$ cat src/rtl/spi_pkg.sv
// spi_pkg: shared state encoding, defaults and SPI mode helpers
// for the SPI transfer sequencer.
package spi_pkg;

  localparam int WIDTH_DEF = 32;
  localparam int DIVW_DEF  = 8;

  localparam logic [1:0] MODE0 = 2'b00;
  localparam logic [1:0] MODE1 = 2'b01;
  localparam logic [1:0] MODE2 = 2'b10;
  localparam logic [1:0] MODE3 = 2'b11;

  typedef enum logic [2:0] {
    IDLE,
    LOAD,
    LEAD,
    SHIFT,
    TRAIL,
    GAP
  } state_t;

  function automatic logic mode_cpol(
    input logic [1:0] m
  );
    return (m == MODE2) || (m == MODE3);
  endfunction

  function automatic logic mode_cpha(
    input logic [1:0] m
  );
    return (m == MODE1) || (m == MODE3);
  endfunction

endpackage

$ cat src/rtl/spi_clk_div.sv
// spi_clk_div: half-period tick generator, one tick every
// BaudDiv+1 cycles; clear restarts the count from zero.
module spi_clk_div
  import spi_pkg::*;
#(
  parameter int DIVW = DIVW_DEF
) (
  input  logic            Clock,
  input  logic            Reset,
  input  logic            clear,
  input  logic [DIVW-1:0] BaudDiv,
  output logic            tick
);

  logic [DIVW-1:0] cnt;

  assign tick = (cnt == BaudDiv);

  always_ff @(posedge Clock) begin
    if (Reset || clear) begin
      cnt <= '0;
    end else if (tick) begin
      cnt <= '0;
    end else begin
      cnt <= cnt + 1'b1;
    end
  end

endmodule

$ cat src/rtl/spi_xfer_ctrl.sv
// spi_xfer_ctrl: pops a TX word, shifts it out MSB first on the
// SPI pins while capturing MISO, and pushes the result to RX.
module spi_xfer_ctrl
  import spi_pkg::*;
#(
  parameter int WIDTH = WIDTH_DEF,
  parameter int DIVW  = DIVW_DEF
) (
  input  logic             Clock,
  input  logic             Reset,
  input  logic             Enable,
  input  logic             CPOL,
  input  logic             CPHA,
  input  logic [DIVW-1:0]  BaudDiv,
  input  logic [4:0]       WordSize,
  input  logic             TxEmpty,
  input  logic [WIDTH-1:0] TxData,
  output logic             TxRead,
  input  logic             RxFull,
  output logic [WIDTH-1:0] RxData,
  output logic             RxWrite,
  input  logic             ClearRxOV,
  output logic             RxOverrun,
  output logic             SCLK,
  output logic             MOSI,
  input  logic             MISO,
  output logic             CS_n,
  output logic             Busy
);

  state_t           state;
  logic [1:0]       mode_q;
  logic [DIVW-1:0]  div_q;
  logic [4:0]       ws_q;
  logic [WIDTH-1:0] sr;
  logic [WIDTH-1:0] rx;
  logic [5:0]       ecnt;
  logic             tick;
  logic             lead_e;
  logic             last_e;
  logic             samp_e;

  assign lead_e = ~ecnt[0];
  assign last_e = (ecnt == {ws_q, 1'b1});
  assign samp_e = lead_e ^ mode_cpha(mode_q);

  spi_clk_div #(.DIVW(DIVW)) u_div (
    .Clock   (Clock),
    .Reset   (Reset),
    .clear   (state == LOAD),
    .BaudDiv (div_q),
    .tick    (tick)
  );

  always_ff @(posedge Clock) begin
    if (Reset) begin
      state     <= IDLE;
      mode_q    <= MODE0;
      div_q     <= '0;
      ws_q      <= '0;
      sr        <= '0;
      rx        <= '0;
      ecnt      <= '0;
      TxRead    <= 1'b0;
      RxWrite   <= 1'b0;
      RxData    <= '0;
      RxOverrun <= 1'b0;
      SCLK      <= 1'b0;
      MOSI      <= 1'b0;
      CS_n      <= 1'b1;
      Busy      <= 1'b0;
    end else begin
      TxRead  <= 1'b0;
      RxWrite <= 1'b0;
      // a same-cycle overrun below overrides the clear
      if (ClearRxOV) RxOverrun <= 1'b0;
      unique case (state)
        IDLE: begin
          SCLK <= CPOL;
          CS_n <= 1'b1;
          if (Enable && !TxEmpty) begin
            state  <= LOAD;
            TxRead <= 1'b1;
            Busy   <= 1'b1;
          end
        end
        LOAD: begin
          mode_q <= {CPOL, CPHA};
          div_q  <= BaudDiv;
          ws_q   <= WordSize;
          SCLK   <= CPOL;
          CS_n   <= 1'b0;
          rx     <= '0;
          ecnt   <= '0;
          if (CPHA) begin
            sr <= TxData;
          end else begin
            MOSI <= TxData[WordSize];
            sr   <= {TxData[WIDTH-2:0], 1'b0};
          end
          state <= LEAD;
        end
        LEAD: begin
          if (tick) state <= SHIFT;
        end
        SHIFT: begin
          if (tick) begin
            SCLK <= ~SCLK;
            ecnt <= ecnt + 6'd1;
            if (samp_e) begin
              rx <= {rx[WIDTH-2:0], MISO};
            end else if (!last_e) begin
              MOSI <= sr[ws_q];
              sr   <= {sr[WIDTH-2:0], 1'b0};
            end
            if (last_e) begin
              SCLK  <= mode_cpol(mode_q);
              state <= TRAIL;
            end
          end
        end
        TRAIL: begin
          if (tick) begin
            CS_n <= 1'b1;
            if (!RxFull) begin
              RxWrite <= 1'b1;
              RxData  <= rx;
            end else begin
              RxOverrun <= 1'b1;
            end
            state <= GAP;
          end
        end
        GAP: begin
          if (tick) begin
            state <= IDLE;
            Busy  <= 1'b0;
          end
        end
        default: state <= IDLE;
      endcase
    end
  end

endmodule

$ cat config.mk
export PLATFORM = sky130hd
export DESIGN_NAME = spi_xfer_ctrl
export DESIGN_NICKNAME = d
export VERILOG_FILES = /design/src/rtl/spi_pkg.sv /design/src/rtl/spi_clk_div.sv /design/src/rtl/spi_xfer_ctrl.sv
export SDC_FILE = /design/constraint.sdc
export NUM_CORES = 1
export LEC_CHECK = 0
export BUFFER_PORTS_ARGS = -buffer_cell sky130_fd_sc_hd__clkbuf_2
export CORE_ASPECT_RATIO = 1.25
export CORE_MARGIN = 5
export CORE_UTILIZATION = 30
export DETAILED_ROUTE_END_ITERATION = 8
export PLACE_DENSITY = 0.46
export SLEW_MARGIN = 20
export SYNTH_ARGS = -nofsm -noshare
export SYNTH_HDL_FRONTEND = slang
export SYNTH_SLANG_ARGS = --single-unit
$ cat constraint.sdc
create_clock -name Clock -period 1.99 [get_ports Clock]
set_clock_uncertainty 0.15 [all_clocks]
set_input_delay 0.2985 -clock Clock [delete_from_list [all_inputs] [get_ports Clock]]
set_output_delay 0.2985 -clock Clock [all_outputs]
set_load 0.01 [all_outputs]
==> results.md, run 1 <==
- Counting along the longest clock path gives a buffer depth of 2.
- The total of warnings raised by yosys is 0.
- The floorplan step defined a die boundary enclosing ~0.024 mm^2.
- For this run, the share of the core covered by cells in the final layout is 41.8%.
- The synthesized area is 0.00640 mm^2.
- In this run the cell area measured after placement is ~0.0076 mm^2.
- The number of unique standard cell types used by synthesis is 44.
- The maximum achievable frequency is 465 MHz.
- The analysis attributes to cell leakage a power of roughly 3.7 nW.
- The startpoint of the worst setup timing path is u_div.cnt[5]$_SDFF_PP0_.
- The number of buffers created by CTS is 17.
- The count of final setup violators is 100.
- The detailed-placement wirelength estimate is 11600 um.
- After clock tree synthesis, the clock-pin slew on the worst setup and hold paths is ~0.060 ns.
- After routing, the total negative slack on setup checks comes to -9.18 ns.
- The detailed router finished its first iteration with between 150 and 200 violations.
- The number of cells on the worst reg-to-reg path is 10.
- The first global-routing pass estimated 27200 um of wire.
- The number of nets in the synthesized netlist is 771.
- The post-route netlist has between 30% and 40% of its cells at a drive strength greater than 1.
- The sort of element at the end of the critical path is a flop.
- CTS saw 135 sinks.
- The end of the worst hold path is ws_q[3]$_SDFFE_PP0P_.
- The portion of the post-synthesis area used by sequential elements is 42.2%.
- The type of the tightest min-delay check is primary input to flop.
- The number of nets still failing antenna checks after routing is 0.
- The internal portion of total power is 0.00583 W.
- Dividing total power by cell area gives a power density of 942 mW/mm^2.
- Wires add up to roughly 17000 um.
- Across all layers, the routed design uses 5629 vias.
- TritonCTS built the clock tree.
- At the worst endpoint, the required time is 2.18 ns.
- In the synthesized netlist the async set-or-reset flop fraction comes to 0%.
- The reg-to-reg setup timing slack is -0.16 ns.
- After filler insertion, the fill cell instance count of the layout stands at about 2100.
- From synthesis to final layout, the design area changed by 36.3%.
- The total DRC errors in the routed layout is 0.
- The ratio of final minimum period to clock period is 108%.
- STA puts the critical path data arrival time at around 2.4 ns.
- The root buffer cell is clkbuf_16.
- After detailed placement, the design holds a cell count of roughly 1100.
- In the layout the commonest cells are 164 x nand2_1, 130 x dfxtp_1, 91 x clkbuf_2.
- The launch instance of the worst register-to-register path is u_div.cnt[5]$_SDFF_PP0_.
- The worst hold path begins at WordSize[3].
- The terminus of the critical flop-to-flop path is rx[23]$_SDFFE_PP0P_.
- The initial utilization of the core area, before any placement, comes to 30.7%.
- The total non-filler cell area in the finished layout is around 0.0087 mm^2.
- The number of cells produced by synthesis is approximately 720.
- In this run the core area contains 59 standard-cell rows.
- The count of final max-slew check failures was 0.
- The die span in y is between 150 and 200 um.
- The cell depth of the worst hold path is 3.
- Per report_power, the combinational group accounts for around 26% of the total.
- Entering global routing, the biggest net connects 69 pins.
- The number of hold violations in the final report came to 0.
- The number of antenna violations at the first check in global routing is 0.
- The post-route minimum period is 2.15 ns.
- Registers are responsible for 36.6% of the overall power.
- The final weighted congestion in routability-driven placement is 0.795.
- After synthesis, the mean cell area works out to about 9.0 um^2.
- The tool flagged a number of max-cap violations equal to 0.
- The proportion of total power due to net switching is 29.1%.
- The worst pin sits at a relative slew slack of 73.5%.
- The global routing usage summed across all routing layers is 13.5%.
- The leading register cell type out of synthesis is dfxtp_1.
- The number of storage elements in the synthesis netlist is 135.
- The number of enable flip-flop cells after synthesis is 0.
- The non-filler instance count after layout is 1149.
- The number of optimization iterations in the first detailed-route pass is 5.
- The type of element launching the critical path is a flop.
- 93 I/O pins were placed.
- The net switching power is 0.00240 W.
- The count of input and output buffers is 92.
- In the final routed layout, each cell accounts on average for around 15 um.
- Setup repair after global routing could not meet its margin everywhere.
- The via count of the first global-routing pass was 5594.
- The critical path is of the flop to flop type.
- For the pin with the worst max-slew slack, the measured transition is 0.393 ns.
- In this run, the clock network consumes 37.9% of the power.
- The antenna cell count is 0.
- The run finished, with violations left.
- The number of nets in the layout is 918.
- The final reports fail on negative setup slack.
- The deepest level of the CTS H-tree is 4.
- The die is 141 um wide.
- The global-route congestion overflow total is 0.
- After detailed routing, the number of vias per cell comes to 4.90.
- The worst-case IR drop observed on VDD is 671 uV.
- In this run the worst path has a maximum fanout of 8.
- The worst path setup slack after routing is -0.163 ns.
- The placeable core area is 0.0209 mm^2.
- The clock reaches the later pin of the worst-skew pair after ~0.41 ns.
- The most frequent standard cell in the layout excluding fill and tap cells is nand2_1.
==> cell usage after synthesis (6+ instances only) <==
cell	count	area share, %
a22oi_1	33	3.9
nor2_1	51	3.0
mux4_2	18	6.3
and3_1	6	0.59
nand2_1	167	9.8
dfxtp_1	135	42
xnor2_1	7	0.96
buf_2	8	0.63
nand3_1	6	0.47
o21ai_0	6	0.47
mux2i_1	67	10
clkbuf_1	43	2.5
xor2_1	16	2.2
o211ai_1	32	3.8
a21oi_1	57	4.5
==> cell families (layout without fill, tap and decap cells) <==
family / count (synthesis) / count (layout) / synth area share (%)
and+or+nand+nor: 261 / 261 / 17.5
AOI/OAI and AO/OA: 145 / 145 / 15.3
DFF: 135 / 135 / 42.2
muxes: 85 / 85 / 16.8
buffers and inverters: 64 / 224 / 4.61
xor gates and xnor gates: 23 / 23 / 3.15
adders and majority gates: 2 / 2 / 0.391
==> power by group through the flow <==
stage	clock, W	combinational, W	sequential [W]
after floorplan	0	0.00109	0.00301
after global placement	0	0.00178	0.00306
after detailed placement	0	0.00181	0.00306
after CTS	0.00321	0.00200	0.00300
after global routing	0.00333	0.00229	0.00303
final	0.00312	0.00210	0.00301
==> state kept, by name, indices dropped and copies added (netlist names), 2 cells and up <==
name and cells:
sr 32, RxData 32, div_q 8, ws_q 5, mode_q 2, state 3
ecnt 6, u_div.cnt 8, rx 32
==> worst max-delay path, stage by stage, from the launching register on <==
cell      delay, ns
dfxtp_2        0.33
xor2_2         0.18
nor4_4         0.26
buf_4          0.17
buf_6          0.09
nand4b_1       0.12
buf_4          0.17
nor2_4         0.22
buf_8          0.18
a22oi_1        0.08
nor2_1         0.12
==> stage by stage <==
step	power, W	setup slack [ns]	hold WS (ns)
floorplan	0.00411	-0.0575	0.282
global placement	0.00484	-0.211	0.294
detailed placement	0.00486	-0.259	0.296
CTS	0.00821	-0.153	0.00760
global route	0.00865	-0.309	0.0337
finish	0.00823	-0.163	0.0311
==> timing repair <==
item,CTS,global route
pin swaps,11,29
cloned,3,4
hold buffers,11,0
setup endpoints to repair,104,106
setup buffers,10,0
endpoints found under the hold margin,11,0
resized for setup,19,43
==> how the worst max path moves through the flow <==
stage                                      to  slack, ns  cells past startpoint
after floorplan             MOSI$_SDFFE_PP0P_      -0.06                      7
after global placement      MOSI$_SDFFE_PP0P_      -0.21                      7
after detailed placement    MOSI$_SDFFE_PP0P_      -0.26                      7
after CTS                  rx[8]$_SDFFE_PP0P_      -0.15                      9
after global routing      rx[10]$_SDFFE_PP0P_      -0.31                     10
final                     rx[23]$_SDFFE_PP0P_      -0.16                     10
==> metal layers <==
layer	GRT usage (%)	routed length, um	up-vias
met5	0	0	-
met3	2.84	738	24
li1	-	-	2816
met2	23.1	8240	128
met1	16.6	7290	2661
met4	4.81	406	0
==> final cells by class <==
cell class	instances	area, um^2	share of cell area, %
repair buffers	189	1480	16.9
well taps	274	343	3.93
inverters	3	11.3	0.129
flip-flops and latches	135	2710	31.0
clock inverters	13	146	1.68
clock buffers	19	443	5.07
multi-input cells	516	3600	41.3
(Power assumes the default switching activity.)
==> run 2: changes to the inputs <==
--- a/config.mk
+++ b/config.mk
@@ -6,7 +6,7 @@
 export NUM_CORES = 1
 export LEC_CHECK = 0
 export BUFFER_PORTS_ARGS = -buffer_cell sky130_fd_sc_hd__clkbuf_2
-export CORE_ASPECT_RATIO = 1.25
+export CORE_ASPECT_RATIO = 2
 export CORE_MARGIN = 5
 export CORE_UTILIZATION = 30
 export DETAILED_ROUTE_END_ITERATION = 8
==> run 2 against run 1 <==
The flow still finishes with violations (negative setup slack); largest power group unchanged; worst hold slack worse by 0.023 ns; critical path depth fell by 1; count of clock-buffer cells in the layout fell by 1; critical path type unchanged; sequential power about the same; sequential cell count unchanged; highest routed layer unchanged; register-to-register slack about the same; largest cell class unchanged; total power shrank 0.22%; non-clock buffer count increased by 2; clock power down 1%; via count fell by 1.2%.
==> results.md, run 2 (synthesized netlist as in run 1, its figures left out) <==
- The maximum ir drop on the vdd rail is 519 uV (was 671 uV).
- The final weighted congestion in routability-driven placement is 0.800 (was 0.795).
- The largest net degree at the start of global routing was 66 (was 69).
- The placeable core area is 0.0210 mm^2 (was 0.0209 mm^2).
- The part of the total power dissipated in sequential elements is 36.6% (about the same).
- The number of cells in the design after placement came to 1091 (was 1093).
- The logic depth of the worst register-to-register path is 9 (was 10).
- The maximum achievable frequency is 463 MHz (was 465 MHz).
- The power per cell area came to 945 mW/mm^2 (was 942 mW/mm^2).
- The detailed-placement wirelength estimate is 12600 um (was 11600 um).
- The placement row count is 75 (was 59).
- The die outline area was 0.0245 mm^2 (was 0.0244 mm^2).
- The placed cell area is 0.00764 mm^2 (was 0.00761 mm^2).
- The average detailed-routed wire length per instance is 15.2 um (was 14.5 um).
- The startpoint of the worst setup timing path was div_q[5]$_SDFFE_PP0P_ (was u_div.cnt[5]$_SDFF_PP0_).
- The signal arrival time at the worst endpoint is 2.30 ns (was 2.35 ns).
- The sum of routed wire length over all layers is 17400 um (was 16700 um).
- The net switching power is 0.00243 W (was 0.00240 W).
- The clock network latency to the later pin of the worst-skew pair is 0.42 ns (was 0.41 ns).
- The actual slew at the worst max-slew pin is 0.540 ns (was 0.393 ns).
- The post-route minimum period is 2.16 ns (was 2.15 ns).
- Status: finished, violations left (unchanged).
- The TritonCTS clock tree was yes (unchanged).
- The number of optimization iterations in the first detailed-route pass was 4 (was 5).
- Registers with the highest flip-flop counts: RxData (32), rx (32), sr (32) (unchanged).
- The max-capacitance violation count came to 0 (unchanged).
- The first-pass GRT wire length is 27800 um (was 27200 um).
- The worst path setup slack after routing is -0.168 ns (was -0.163 ns).
- Unrepaired setup endpoints after global routing: true (unchanged).
- The worst-case headroom to the max-slew limit came to 64.0% (was 73.5%).
- The count of final setup violators came to 100 (unchanged).
- The number of nets still failing antenna checks after routing is 0 (unchanged).
- The end-of-flow core utilization is 41.3% (was 41.8%).
- The number of DRC violations after detailed-routing iteration 0 is 192 (was 179).
- The overall power after layout is 0.00821 W (was 0.00823 W).
- The most frequent standard cell in the layout excluding fill and tap cells is nand2_1 (unchanged).
- The global routing usage summed across all routing layers is 14.1% (was 13.5%).
- The required time of the worst setup path is 2.14 ns (was 2.18 ns).
- The launch instance of the worst register-to-register path is div_q[5]$_SDFFE_PP0P_ (was u_div.cnt[5]$_SDFF_PP0_).
- The via count of the first global-routing pass was 5770 (was 5594).
- The internal portion of total power is 0.00578 W (was 0.00583 W).
- The worst slack on hold paths is 0.00759 ns (was 0.0311 ns).
- The boundary pin count was 93 (unchanged).
- The sort of element at the end of the critical path is a flop (unchanged).
- The number of vias per cell is 4.86 (was 4.90).
- The non-filler instance count after layout is 1146 (was 1149).
- The number of buffers created by CTS came to 17 (unchanged).
- The number of antenna violations at the first check in global routing is 0 (unchanged).
- The fill cell total of the finished layout was 2186 (was 2088).
- The total number of vias is 5564 (was 5629).
- The total non-filler cell area in the finished layout is 0.00868 mm^2 (was 0.00873 mm^2).
- The count of input and output buffers is 92 (unchanged).
- The ratio of final minimum period to clock period is 108% (about the same).
- The type of element launching the critical path was a flop (unchanged).
- The clock input transition at the sequential cells of the worst setup and hold paths is 0.06 ns (about the same).
- The total DRC errors in the routed layout is 0 (unchanged).
- The total leakage power came to 3.66 nW (about the same).
- The clock group share of total power is 37.6% (was 37.9%).
- The end of the worst hold path is div_q[4]$_SDFFE_PP0P_ (was ws_q[3]$_SDFFE_PP0P_).
- The die span in y came to 217 um (was 173 um).
- The area added between synthesis and finish came to 35.6% (was 36.3%).
- The count of clock tree sinks is 135 (unchanged).
- Top library cells by usage in the layout, fill and taps aside: 163 x nand2_1, 130 x dfxtp_1, 91 x clkbuf_2 (was 164 x nand2_1, 130 x dfxtp_1, 91 x clkbuf_2).
- The number of hold violations in the final report came to 0 (unchanged).
- Violations in the final reports: negative setup slack (unchanged).
- The initial standard-cell utilization of the core came to 30.5% (was 30.7%).
- The type of the tightest min-delay check is primary input to flop (unchanged).
- The antenna cell count is 0 (unchanged).
- The start point of the worst min-delay path was BaudDiv[4] (was WordSize[3]).
- The critical path class is flop to flop (unchanged).
- The combinational cell fraction of total power is 25.8% (was 25.5%).
- The maximum count of clock buffers along a single path is 2 (unchanged).
- The maximum net fanout on the critical path is 6 (was 8).
- The root buffer cell is clkbuf_16 (unchanged).
- The terminus of the critical flop-to-flop path is sr[27]$_SDFFE_PP0P_ (was rx[23]$_SDFFE_PP0P_).
- The deepest level of the CTS H-tree is 4 (unchanged).
- The number of nets in the layout is 920 (was 918).
- The count of final max-slew check failures was 0 (unchanged).
- The fraction of layout cells with a size suffix above 1 was 30.6% (was 31.4%).
- The proportion of total power due to net switching is 29.6% (was 29.1%).
- The cell depth of the worst hold path came to 3 (unchanged).
- The global-route congestion overflow total is 0 (unchanged).
- The chip width came to 113 um (was 141 um).
- The reg-to-reg setup timing slack is -0.17 ns (was -0.16 ns).
-- run 2: worst max-delay path, stage by stage (launching register included) --
cell     delay, ns
dfxtp_2       0.32
xor2_1        0.17
nor4_4        0.28
buf_4         0.18
buf_6         0.10
and2_4        0.15
o21ai_2       0.07
a21o_4        0.29
buf_12        0.16
mux2i_2       0.14
-- run 2: worst max path at each step --
| stage | end | slack, ns | depth (start not counted) |
|---|---|---|---|
| final | sr[27]$_SDFFE_PP0P_ | -0.17 | 9 |
| after global routing | rx[14]$_SDFFE_PP0P_ | -0.28 | 9 |
| after CTS | sr[27]$_SDFFE_PP0P_ | -0.13 | 9 |
| after detailed placement | MOSI$_SDFFE_PP0P_ | -0.28 | 7 |
| after global placement | MOSI$_SDFFE_PP0P_ | -0.24 | 7 |
| after floorplan | MOSI$_SDFFE_PP0P_ | -0.06 | 7 |
-- run 2: power groups by stage --
stage | registers, W | logic, W | clock network (W)
floorplan | 0.00301 | 0.00109 | 0
detailed placement | 0.00305 | 0.00185 | 0
CTS | 0.00300 | 0.00200 | 0.00317
global route | 0.00302 | 0.00231 | 0.00329
global placement | 0.00305 | 0.00183 | 0
finish | 0.00300 | 0.00212 | 0.00308
-- run 2: routing by layer --
metal	GRT usage, %	wire (um)	vias up
met1	13.9	6290	2629
li1	-	-	2812
met4	5.29	298	0
met2	27.6	10300	104
met5	0	0	-
met3	3.27	598	19
-- run 2: final cells by class --
cell class | count | area (um^2) | share of cell area [%]
multi-input cells | 516 | 3540 | 40.8
flip-flops and latches | 135 | 2710 | 31.2
repair buffers | 191 | 1500 | 17.3
clock buffers | 18 | 429 | 4.94
well taps | 269 | 337 | 3.88
clock inverters | 14 | 151 | 1.74
inverters | 3 | 11.3 | 0.130
-- run 2: what timing repair did --
item                       4_1_cts  5_1_grt
hold endpoints to repair        11        0
hold buffers                    11        0
setup buffers                    4        2
gates cloned                     1        5
setup endpoints to repair      113      113
pin swaps                        8        8
gates resized for setup         17       26
-- run 2: stage by stage --
step / TNS (ns) / worst slack [ns]
3_5_place_dp: -17.50 / -0.275
5_1_grt: -20.52 / -0.279
2_1_floorplan: -0.0575 / -0.0575
3_3_place_gp: -15.41 / -0.238
6_report: -9.90 / -0.168
4_1_cts: -9.76 / -0.132
==> run 3: changes to the inputs <==
--- a/config.mk
+++ b/config.mk
@@ -5,12 +5,13 @@
 export SDC_FILE = /design/constraint.sdc
 export NUM_CORES = 1
 export LEC_CHECK = 0
-export BUFFER_PORTS_ARGS = -buffer_cell sky130_fd_sc_hd__clkbuf_2
+export ABC_AREA = 1
 export CORE_ASPECT_RATIO = 2
 export CORE_MARGIN = 5
 export CORE_UTILIZATION = 30
 export DETAILED_ROUTE_END_ITERATION = 8
-export PLACE_DENSITY = 0.46
+export DONT_BUFFER_PORTS = 1
+export PLACE_DENSITY = 0.42
 export SLEW_MARGIN = 20
 export SYNTH_ARGS = -nofsm -noshare
 export SYNTH_HDL_FRONTEND = slang
==> run 3 against run 2 <==
The flow now finishes without violations; synthesized cell count up 45%; sequential power increased by 21%; first-iteration DRC count rose by 83%; register-to-register slack improved by 0.27 ns; utilization decreased by 4.7 points; global-route usage rose by 3.4 points; clock power rose by 11%; count of clock-buffer cells in the layout increased by 2; non-clock buffer count is 130 lower; combinational power rose by 42%; synthesized area increased by 4.1%; wire length is 26% higher; critical path type unchanged.
==> results.md, run 3 <==
- The count of final max-slew check failures is 0 (unchanged).
- The global routing usage summed across all routing layers is 17.5% (was 14.1%).
- The number of vias per cell is 4.80 (was 4.86).
- The leading register cell type out of synthesis is dfxtp_1 (unchanged).
- The clock network latency to the later pin of the worst-skew pair is 0.43 ns (was 0.42 ns).
- The initial standard-cell utilization of the core is 30.2% (was 30.5%).
- The global-route congestion overflow total is 0 (unchanged).
- The number of enable flip-flop cells after synthesis is 0 (unchanged).
- The net count of the mapped netlist was 1094 (was 771).
- Area contributors post-synth: dfxtp_1 41%, nand2_1 20%, nor2_1 9.9%, nand3_1 6.7%, o21ai_0 6.6% (was dfxtp_1 42%, mux2i_1 10%, nand2_1 9.8%, mux4_2 6.3%, a21oi_1 4.5%).
- The boundary pin count was 93 (unchanged).
- The critical path class was flop to flop (unchanged).
- The number of nets in the layout is 1114 (was 920).
- The actual slew at the worst max-slew pin is 0.442 ns (was 0.540 ns).
- The total leakage power came to 3.55 nW (was 3.66 nW).
- The total number of vias was 6458 (was 5564).
- The fraction of layout cells with a size suffix above 1 was 11.5% (was 30.6%).
- The synthesized area is 0.00667 mm^2 (was 0.00640 mm^2).
- The setup TNS after final layout is 0 ns (was -9.90 ns).
- The post-route minimum period is 1.89 ns (was 2.16 ns).
- The count of clock tree sinks is 135 (unchanged).
- The most frequent standard cell in the layout excluding fill and tap cells is nand2_1 (unchanged).
- The number of unique standard cell types used by synthesis is 33 (was 44).
- The chip width is 115 um (was 113 um).
- Unrepaired setup endpoints after global routing: true (unchanged).
- The type of the tightest min-delay check is primary input to flop (unchanged).
- Registers with the highest flip-flop counts: RxData (32), rx (32), sr (32) (unchanged).
- The fill cell total of the finished layout is 2432 (was 2186).
- The most numerous cell in the Yosys netlist is nand2_1 (unchanged).
- The sum of routed wire length over all layers is 21900 um (was 17400 um).
- The die span in y is 221 um (was 217 um).
- The total DRC errors in the routed layout was 0 (unchanged).
- The required time of the worst setup path is 2.16 ns (was 2.14 ns).
- The worst slack on hold paths is 0.0201 ns (was 0.00759 ns).
- The detailed-placement wirelength estimate is 15800 um (was 12600 um).
- The number of storage elements in the synthesis netlist is 135 (unchanged).
- The die outline area came to 0.0255 mm^2 (was 0.0245 mm^2).
- The number of optimization iterations in the first detailed-route pass is 5 (was 4).
- The maximum achievable frequency is 529 MHz (was 463 MHz).
- The maximum count of clock buffers along a single path is 2 (unchanged).
- The area added between synthesis and finish is 21.2% (was 35.6%).
- The total of warnings raised by yosys is 0 (unchanged).
- Status: finished, final reports clean (was finished, violations left).
- The total non-filler cell area in the finished layout is 0.00808 mm^2 (was 0.00868 mm^2).
- The maximum ir drop on the vdd rail is 625 uV (was 519 uV).
- The met2 demand-to-capacity share in global routing was 34.3% (was 27.6%).
- Top library cells by usage in the layout, fill and taps aside: 352 x nand2_1, 160 x nor2_1, 125 x dfxtp_1 (was 163 x nand2_1, 130 x dfxtp_1, 91 x clkbuf_2).
- The signal arrival time at the worst endpoint is 2.06 ns (was 2.30 ns).
- The most heavily used metal layer in global routing is met2 (unchanged).
- The global routing usage on met1 is 17.8% (was 13.9%).
- The count of input and output buffers is 0 (was 92).
- The startpoint of the worst setup timing path is u_div.cnt[3]$_SDFF_PP0_ (was div_q[5]$_SDFFE_PP0P_).
- The number of cells produced by synthesis came to 1038 (was 715).
- The start point of the worst min-delay path is Reset (was BaudDiv[4]).
- The end-of-flow core utilization came to 36.6% (was 41.3%).
- The placed cell area is 0.00704 mm^2 (was 0.00764 mm^2).
- The max-capacitance violation count is 0 (unchanged).
- The ratio of final minimum period to clock period was 95.0% (was 108%).
- Commonest cells in the netlist: 354 x nand2_1, 176 x nor2_1, 135 x dfxtp_1 (was 167 x nand2_1, 135 x dfxtp_1, 67 x mux2i_1).
- The placement row count came to 77 (was 75).
- The number of antenna violations at the first check in global routing is 0 (unchanged).
- The first-pass GRT wire length is 35000 um (was 27800 um).
- The sort of element at the end of the critical path is a flop (unchanged).
- The via count of the first global-routing pass was 6487 (was 5770).
- The largest net degree at the start of global routing came to 43 (was 66).
- The global-route track usage on met3 was 3.96% (was 3.27%).
- The post-synthesis async set-or-reset flop share is 0% (unchanged).
- The overall power after layout is 0.0101 W (was 0.00821 W).
- The final weighted congestion in routability-driven placement was 0.795 (was 0.800).
- The maximum net fanout on the critical path is 8 (was 6).
- The portion of the post-synthesis area used by sequential elements is 40.5% (was 42.2%).
- The number of buffers created by CTS is 17 (unchanged).
- The deepest level of the CTS H-tree is 4 (unchanged).
- The mean cell area of the mapped netlist came to 6.42 um^2 (was 8.96 um^2).
- The largest area contributor in the netlist is dfxtp_1 (unchanged).
- The type of element launching the critical path is a flop (unchanged).
- The clock input transition at the sequential cells of the worst setup and hold paths was 0.06 ns (about the same).
- The TritonCTS clock tree is yes (unchanged).
- The number of hold violations in the final report is 0 (unchanged).
- The launch instance of the worst register-to-register path was u_div.cnt[3]$_SDFF_PP0_ (was div_q[5]$_SDFFE_PP0P_).
- The number of DRC violations after detailed-routing iteration 0 is 352 (was 192).
- The count of final setup violators is 0 (was 100).
- The fraction of post-synthesis cell area in the top cell type by area is 40.5% (was 42.2%).
- The average detailed-routed wire length per instance is 16.3 um (was 15.2 um).
- The antenna cell count is 0 (unchanged).
- The worst-case headroom to the max-slew limit is 70.4% (was 64.0%).
- The power per cell area is 1250 mW/mm^2 (was 945 mW/mm^2).
- The placeable core area is 0.0221 mm^2 (was 0.0210 mm^2).
- The root buffer cell is clkbuf_16 (unchanged).
- The number of nets still failing antenna checks after routing is 0 (unchanged).
run 3: final cells by class:
type                            count  area, um^2  area share, %
Tap cell                          276         345           4.27
Multi-Input combinational cell    798        3540           43.8
Sequential cell                   135        2720           33.6
Timing Repair Buffer               61         657           8.13
Timing Repair inverter              1        5.00         0.0619
Clock inverter                     11         173           2.14
Clock buffer                       20         467           5.78
Inverter                           44         181           2.25
run 3: kinds of logic (layout without fill, tap and decap cells):
group	count (synthesis)	count (layout)	synth area share, %
buffers and inverters	105	137	7.51
flip-flops	135	135	40.5
AND/OR/NAND/NOR	640	640	39.1
AO/OA/AOI/OAI	145	145	11.0
XOR/XNOR	11	11	1.45
adder cells (fa/ha/maj)	2	2	0.375
run 3: report_power, final:
group	leakage (nW)	internal, W	switching (W)
logic	2.14	0.00113	0.00190
registers	1.10	0.00318	0.000442
clock network	0.312	0.00219	0.00123
total	3.55	0.00650	0.00357
run 3: per-stage QoR:
step                worst slack (ns)  instances
floorplan                      0.298       1038
global placement               0.110       1288
detailed placement            0.0684       1288
CTS                           0.0567       1341
global route                 -0.0218       1346
finish                        0.0995       1346
run 3: final timing paths:
path	end	slack (ns)	cells past startpoint
max	RxData[0]$_SDFFE_PP0P_	0.1	10
min	RxData[3]$_SDFFE_PP0P_	0.02	3
max reg2reg	RxData[0]$_SDFFE_PP0P_	0.1	10
min reg2reg	u_div.cnt[0]$_SDFF_PP0_	0.30	1
run 3: critical path, stage by stage, from the launching register on:
cell	delay [ns]
dfxtp_2	0.34
inv_2	0.05
nand2_2	0.05
nand4_1	0.14
nor2_2	0.15
nand2_4	0.12
nor4_4	0.21
bufinv_8	0.27
clkbuf_16	0.17
nor2_1	0.08
nor2_1	0.05
run 3: layer usage:
layer	wire [um]	up-vias	part of all wire, %
met4	396	0	1.8
met1	7870	2968	36
met3	957	23	4.4
li1	-	3336	-
met2	12700	131	58
met5	0	-	0
run 3: repair_timing:
item / in CTS / in global routing
setup buffers: 0 / 3
hold buffers: 22 / 0
endpoints found under the setup margin: 0 / 80
hold endpoints to repair: 58 / 0
resized for setup: 0 / 44
